<file path="src/rtl/decode_mmucheck_mc.sv">
// Multi-channel MMU permission check with a shared fault queue.
// Latency: per-channel results 1 cycle after acceptance; faults reach the queue 1 cycle after that.
// Backpressure: oBUSY stalls all channels when the queue cannot absorb P_CH more faults.
//
// Ports:
//   iCLOCK, iRESET_SYNC (sync, active-high), iFLUSH      - clock, reset, pipeline/queue discard
//   iPAGING_ENA, iVALID, iKERNEL_ACCESS, iWRITE_CHECK,
//   iMMU_FLAGS (14 bits per channel)                      - check requests
//   oBUSY                                                 - request stall
//   oVALID, oIRQ40/41/42                                  - registered per-channel results
//   oFAULT_VALID/CH/CODE, iFAULT_ACK, oFAULT_COUNT        - fault queue head, pop, occupancy
//   oFAULT_OVF, iOVF_CLEAR                                - sticky overflow flag and its clear
module decode_mmucheck_mc #(
  parameter int P_CH    = 2,
  parameter int P_DEPTH = 4
) (
  input  logic                iCLOCK,
  input  logic                iRESET_SYNC,
  input  logic                iFLUSH,
  input  logic                iPAGING_ENA,
  input  logic [P_CH-1:0]     iVALID,
  output logic                oBUSY,
  input  logic [P_CH-1:0]     iKERNEL_ACCESS,
  input  logic [P_CH-1:0]     iWRITE_CHECK,
  input  logic [14*P_CH-1:0]  iMMU_FLAGS,
  output logic [P_CH-1:0]     oVALID,
  output logic [P_CH-1:0]     oIRQ40,
  output logic [P_CH-1:0]     oIRQ41,
  output logic [P_CH-1:0]     oIRQ42,
  output logic                oFAULT_VALID,
  output logic [1:0]          oFAULT_CH,
  output logic [2:0]          oFAULT_CODE,
  input  logic                iFAULT_ACK,
  output logic [4:0]          oFAULT_COUNT,
  output logic                oFAULT_OVF,
  input  logic                iOVF_CLEAR
);

  localparam int AW = $clog2(P_DEPTH);

  // stage register: code is one-hot {IRQ42, IRQ41, IRQ40} or zero
  logic [P_CH-1:0] stg_vld;
  logic [2:0]      stg_code [P_CH];

  // fault queue
  logic [1:0]    q_ch   [P_DEPTH];
  logic [2:0]    q_code [P_DEPTH];
  logic [AW-1:0] wr_ptr, rd_ptr;
  logic [4:0]    count;
  logic          ovf;

  logic            busy;
  logic [P_CH-1:0] acc;
  logic [2:0]      cls [P_CH];
  logic [5:0]      pending, space, npush;
  logic [P_CH-1:0] push_en;
  logic [AW-1:0]   push_idx [P_CH];
  logic            drop, pop;

  // only bits 0, 2, 3, 4 and 5 of each channel's flags are interpreted
  logic unused_flags;
  assign unused_flags = ^iMMU_FLAGS;

  // classification of the incoming request, first matching rule wins
  always_comb begin
    for (int n = 0; n < P_CH; n++) begin
      acc[n] = iVALID[n] & ~busy & ~iFLUSH & ~iRESET_SYNC;
      cls[n] = 3'b000;
      if (iPAGING_ENA) begin
        if (!iMMU_FLAGS[14*n])
          cls[n] = 3'b001;
        else if (!iMMU_FLAGS[14*n+3])
          cls[n] = 3'b100;
        else if (!iKERNEL_ACCESS[n] && iMMU_FLAGS[14*n+4 +: 2] == 2'b00)
          cls[n] = 3'b010;
        else if (iWRITE_CHECK[n] && !iMMU_FLAGS[14*n+2])
          cls[n] = 3'b010;
      end
    end
  end

  // push slot allocation: faulting stage channels take consecutive slots in
  // ascending channel order; a pop in the same cycle frees one slot
  always_comb begin
    pop     = iFAULT_ACK && (count != 5'd0);
    space   = 6'(P_DEPTH) - {1'b0, count} + {5'b0, pop};
    pending = '0;
    npush   = '0;
    drop    = 1'b0;
    for (int n = 0; n < P_CH; n++) begin
      push_en[n]  = 1'b0;
      push_idx[n] = wr_ptr + npush[AW-1:0];
      if (stg_code[n] != 3'b000) begin
        pending = pending + 6'd1;
        if (npush < space) begin
          push_en[n] = 1'b1;
          npush      = npush + 6'd1;
        end else begin
          drop = 1'b1;
        end
      end
    end
  end

  // stall unless the queue has room for the pending faults plus a full new set
  assign busy = ({1'b0, count} + pending + 6'(P_CH)) > 6'(P_DEPTH);

  always_ff @(posedge iCLOCK) begin
    if (iRESET_SYNC) begin
      stg_vld <= '0;
      for (int n = 0; n < P_CH; n++) stg_code[n] <= 3'b000;
      wr_ptr  <= '0;
      rd_ptr  <= '0;
      count   <= '0;
      ovf     <= 1'b0;
    end else if (iFLUSH) begin
      stg_vld <= '0;
      for (int n = 0; n < P_CH; n++) stg_code[n] <= 3'b000;
      wr_ptr  <= '0;
      rd_ptr  <= '0;
      count   <= '0;
    end else begin
      stg_vld <= acc;
      for (int n = 0; n < P_CH; n++) stg_code[n] <= acc[n] ? cls[n] : 3'b000;
      wr_ptr  <= wr_ptr + npush[AW-1:0];
      rd_ptr  <= rd_ptr + AW'(pop);
      count   <= count + npush[4:0] - {4'b0, pop};
      if (drop)
        ovf <= 1'b1;
      else if (iOVF_CLEAR)
        ovf <= 1'b0;
    end
  end

  // queue storage needs no reset: head outputs are masked by the count
  always_ff @(posedge iCLOCK) begin
    if (!iRESET_SYNC && !iFLUSH) begin
      for (int n = 0; n < P_CH; n++) begin
        if (push_en[n]) begin
          q_ch[push_idx[n]]   <= 2'(n);
          q_code[push_idx[n]] <= stg_code[n];
        end
      end
    end
  end

  always_comb begin
    for (int n = 0; n < P_CH; n++) begin
      oIRQ40[n] = stg_code[n][0];
      oIRQ41[n] = stg_code[n][1];
      oIRQ42[n] = stg_code[n][2];
    end
  end

  assign oVALID       = stg_vld;
  assign oBUSY        = busy;
  assign oFAULT_VALID = (count != 5'd0);
  assign oFAULT_CH    = oFAULT_VALID ? q_ch[rd_ptr]   : 2'b00;
  assign oFAULT_CODE  = oFAULT_VALID ? q_code[rd_ptr] : 3'b000;
  assign oFAULT_COUNT = count;
  assign oFAULT_OVF   = ovf;

endmodule

</file>
<file path="config.mk">
export PLATFORM = sky130hd
export DESIGN_NAME = decode_mmucheck_mc
export DESIGN_NICKNAME = d
export VERILOG_FILES = /design/src/rtl/decode_mmucheck_mc.sv
export SDC_FILE = /design/constraint.sdc
export NUM_CORES = 1
export LEC_CHECK = 0
export CAP_MARGIN = 20
export CELL_PAD_IN_SITES_DETAIL_PLACEMENT = 0
export CELL_PAD_IN_SITES_GLOBAL_PLACEMENT = 1
export CORE_MARGIN = 5
export CORE_UTILIZATION = 33
export CTS_CLUSTER_SIZE = 12
export DETAILED_ROUTE_END_ITERATION = 7
export HOLD_SLACK_MARGIN = 0.12
export PLACE_DENSITY_LB_ADDON = 0.1
export SLEW_MARGIN = 20
export SYNTH_ARGS = -nofsm -noshare
export SYNTH_HDL_FRONTEND = slang
export SYNTH_SLANG_ARGS = --single-unit
</file>
<file path="constraint.sdc">
create_clock -name iCLOCK -period 4.65 [get_ports iCLOCK]
set_clock_uncertainty 0.15 [all_clocks]
set_input_delay 0.6975 -clock iCLOCK [delete_from_list [all_inputs] [get_ports iCLOCK]]
set_output_delay 0.6975 -clock iCLOCK [all_outputs]
set_load 0.05 [all_outputs]
</file>
==> flow_metrics.py <==
metrics = {
    "pwr": {
        "p_int_mw": 1.24,
        "power.density_mw_per_mm2": 711,
        "swShare": 0.437,
        "power_frac_clock": 0.121,
        "power.share.combinational": 0.670,
        "seq_power_share": 0.209,
        "p_leak_nw": 1.24,
        "peakVddDrop_uv": 411,
        "power.switching_mw": 0.960,
    },
    "clock_network": {
        "ctsHoldBuffers": 0,
        "cts.htree.levels": 2,
        "cts.sinks": 34,
        "clkLatencyLatePin_ps": 280,
        "cts-buffers-inserted": 5,
        "root_buffer": "clkbuf_8",
        "clk_pin_slew_worst_paths_ps": 70,
        "cts.path.max_buffers": 2,
        "cts_setup_buffers": 0,
        "cts_tree": "yes",
    },
    "place": {
        "place_congestion": 0.784,
        "hpwl_um": 4230,
        "dpl-instance-area_mm2": 0.00295,
        "port_buffers": 41,
    },
    "drt": {
        "drtPass1Iterations": 4,
        "drt_iter0_drc": 39,
        "num_vias": 1777,
        "routed_wl_um": 5150,
        "drc": 0,
        "wl_per_cell_um": 13.9,
        "ant_nets": 0,
        "vias_per_cell": 4.80,
    },
    "floorplan": {
        "die_area_mm2": 0.00845,
        "start_util": 0.345,
        "fp-row-count": 29,
        "die_w_um": 91.9,
        "ios": 61,
        "fp.dieH_um": 91.9,
        "coreArea_mm2": 0.00642,
    },
    "setup_path": {
        "crit_arrival_ps": 4410,
        "cp_cell_sequence": "inv_1 -> ha_4 -> nand3_4 -> nand2_2 -> ha_1 -> inv_1 -> ha_1 -> or4bb_2 -> a21o_1 -> o21ai_2 -> inv_1 -> ha_1 -> nand2_1 -> o21ai_2 -> inv_1 -> ha_1 -> inv_1 -> ha_2 -> fa_2 -> a21oi_2 -> nor2_1 -> nor2_1 -> xnor2_1 -> nor2_1",
        "endpoint_kind": "flip-flop",
        "regToRegSetupSlack_ps": 260,
        "critPathBufInv": 5,
        "rr_endpoint": "oFAULT_COUNT[4]$_SDFF_PN0_",
        "path_max_fanout": 3,
        "start_kind": "flip-flop",
        "path_common_cell": "inv_1",
        "required_ps": 4680,
        "cp_slowest_cell": "or4bb_2",
        "cpLargestDelayFamily": "adder cells",
        "path_class": "reg2reg",
        "r2r_cells": 24,
        "critPathMaxStageDelay_ps": 610,
        "timing.rr.start": "oFAULT_COUNT[3]$_SDFF_PN0_",
    },
    "timing": {
        "slew_viol_final": 0,
        "hold_slack_ps": 331,
        "worstMarginPinSlew_ps": 623,
        "finalSetupViolCount": 0,
        "finalWorstPathRequiredPeriod_ps": 4390,
        "fin_tns_setup_ps": 0,
        "period_share": 0.943,
        "finalHoldViolations": 0,
        "rsz0062_at_grt": "false",
        "relSlewSlack": 0.579,
        "max_freq_mhz": 228,
    },
    "logic_synthesis": {
        "syn_area_per_cell_um2": 10.2,
        "synth_edf_count": 18,
        "synth_ff_type": "edfxtp_1",
        "synthArstFlopShare": 0,
        "synth.cell_area_mm2": 0.00221,
        "ys_ff_latch": 34,
        "synth_area_leaders": "edfxtp_1 (24%), dfxtp_1 (14%), ha_1 (11%)",
        "yosysWarningCount": 0,
        "synth_top_cell_by_area": "edfxtp_1",
        "ys_types": 45,
        "syn_inst": 217,
        "yosys-top-cells-count": "inv_1 (21), ha_1 (20), edfxtp_1 (18)",
        "synth-seq-area-share": 0.389,
        "synth_most_common_cell": "inv_1",
        "synth_top_area_frac": 0.244,
    },
    "finish": {
        "antenna_cells": 0,
        "drive_gt1_frac": 0.263,
        "syn_to_final_growth_pct": 39.5,
        "nets": 354,
        "design_area_mm2": 0.00309,
    },
    "global_routing": {
        "grtUsageMet3": 0.0409,
        "use_met2": 0.217,
        "grt_util_met1": 0.159,
        "grt_pass1_wl_um": 8400,
        "antenna_found_initial": 0,
        "grt_overflow": 0,
        "grt_pass1_vias": 1763,
        "grtUsageTotal": 0.127,
        "grt_max_degree": 15,
        "busiest_layer": "met2",
    },
    "outcome": {
        "outcome": "complete, no violations",
    },
    "hold_path": {
        "worstHoldStart": "oFAULT_OVF$_SDFFE_PP0P_",
        "min_to": "oFAULT_OVF$_SDFFE_PP0P_",
        "min_path_cells": 2,
        "hp-class": "reg2reg",
    },
    "run": {
        "cap_violations": 0,
    },
}
==> layout by cell type (no fill, tap or decap), types with 5 or more instances in the layout <==
master and count:
clkbuf_8 5, ha_1 18, o21ai_0 5, and2_1 11, inv_1 21, nand2_1 9
a21oi_1 13, edfxtp_1 18, conb_1 7, buf_4 29, dfxtp_1 11, xnor2_1 9
nor2_1 14, clkdlybuf4s50_1 39, mux2_2 12, nand3_1 6
==> through the flow <==
stage	worst slack (ps)	instances	util	total power [mW]
3_5_place_dp	-334	362	0.460	1.91
6_report	263	370	0.481	2.20
4_1_cts	3.59	370	0.476	2.18
5_1_grt	12.2	370	0.481	2.38
3_3_place_gp	-369	362	0.460	1.91
2_1_floorplan	5.56	222	-	1.42
==> power by group through the flow <==
| stage | clock, mW | sequential (mW) | combinational [mW] |
|---|---|---|---|
| finish | 0.266 | 0.459 | 1.47 |
| global route | 0.286 | 0.469 | 1.63 |
| CTS | 0.275 | 0.460 | 1.45 |
| detailed placement | 0 | 0.466 | 1.44 |
| global placement | 0 | 0.465 | 1.44 |
| floorplan | 0 | 0.543 | 0.877 |
==> layout make-up <==
cell class                 instances  area [µm²]
clock buffer                       6        72.6
clock inverter                     2        33.8
fill                             624        3330
inverter                          21        78.8
multi-input combinational        160        1310
sequential                        34         872
tap                               77        96.3
timing repair buffer              70         629
==> state kept, by name, indices dropped and copies added, names as in the netlist <==
register      count
oFAULT_COUNT      5
oFAULT_OVF        1
oVALID            2
q_ch              4
q_code           12
rd_ptr            2
stg_code          6
wr_ptr            2
==> kinds of logic (layout without fill, tap and decap cells) <==
family | Yosys count | in the layout | synth area share
and+or+nand+nor | 66 | 66 | 0.175
DFF | 34 | 34 | 0.389
adders and majority gates | 22 | 22 | 0.131
xor gates and xnor gates | 9 | 9 | 0.0356
AOI/OAI and AO/OA | 40 | 40 | 0.116
muxes | 16 | 16 | 0.102
buffers and inverters | 28 | 99 | 0.0492
other | 2 | 7 | 0.00339
==> how the worst max path moves through the flow <==
| stage | startpoint | endpoint | slack [ps] | cells past startpoint |
|---|---|---|---|---|
| 2_1_floorplan | oFAULT_COUNT[2]$_SDFF_PN0_ | oFAULT_COUNT[4]$_SDFF_PN0_ | 6 | 24 |
| 3_3_place_gp | iFAULT_ACK | oFAULT_COUNT[4]$_SDFF_PN0_ | -370 | 22 |
| 3_5_place_dp | iFAULT_ACK | oFAULT_COUNT[4]$_SDFF_PN0_ | -330 | 22 |
| 4_1_cts | iFAULT_ACK | oFAULT_COUNT[4]$_SDFF_PN0_ | 4 | 22 |
| 5_1_grt | oFAULT_COUNT[3]$_SDFF_PN0_ | oFAULT_COUNT[4]$_SDFF_PN0_ | 10 | 24 |
| 6_report | oFAULT_COUNT[3]$_SDFF_PN0_ | oFAULT_COUNT[4]$_SDFF_PN0_ | 260 | 24 |
==> repair_timing <==
action / in CTS / in global routing
endpoints found under the setup margin: 2 / 2
pin swaps: 0 / 4
resized for setup: 2 / 10
==> routing by layer <==
metal	vias up	share of wire
met5	-	0
li1	922	-
met3	2	0.058
met2	38	0.47
met4	0	0.0045
met1	815	0.47
==> worst min-delay path: stages (launching register included) <==
cell and delay, ps:
dfxtp_1 310, o21ai_0 60, a21oi_1 70
(Power assumes the default switching activity.)
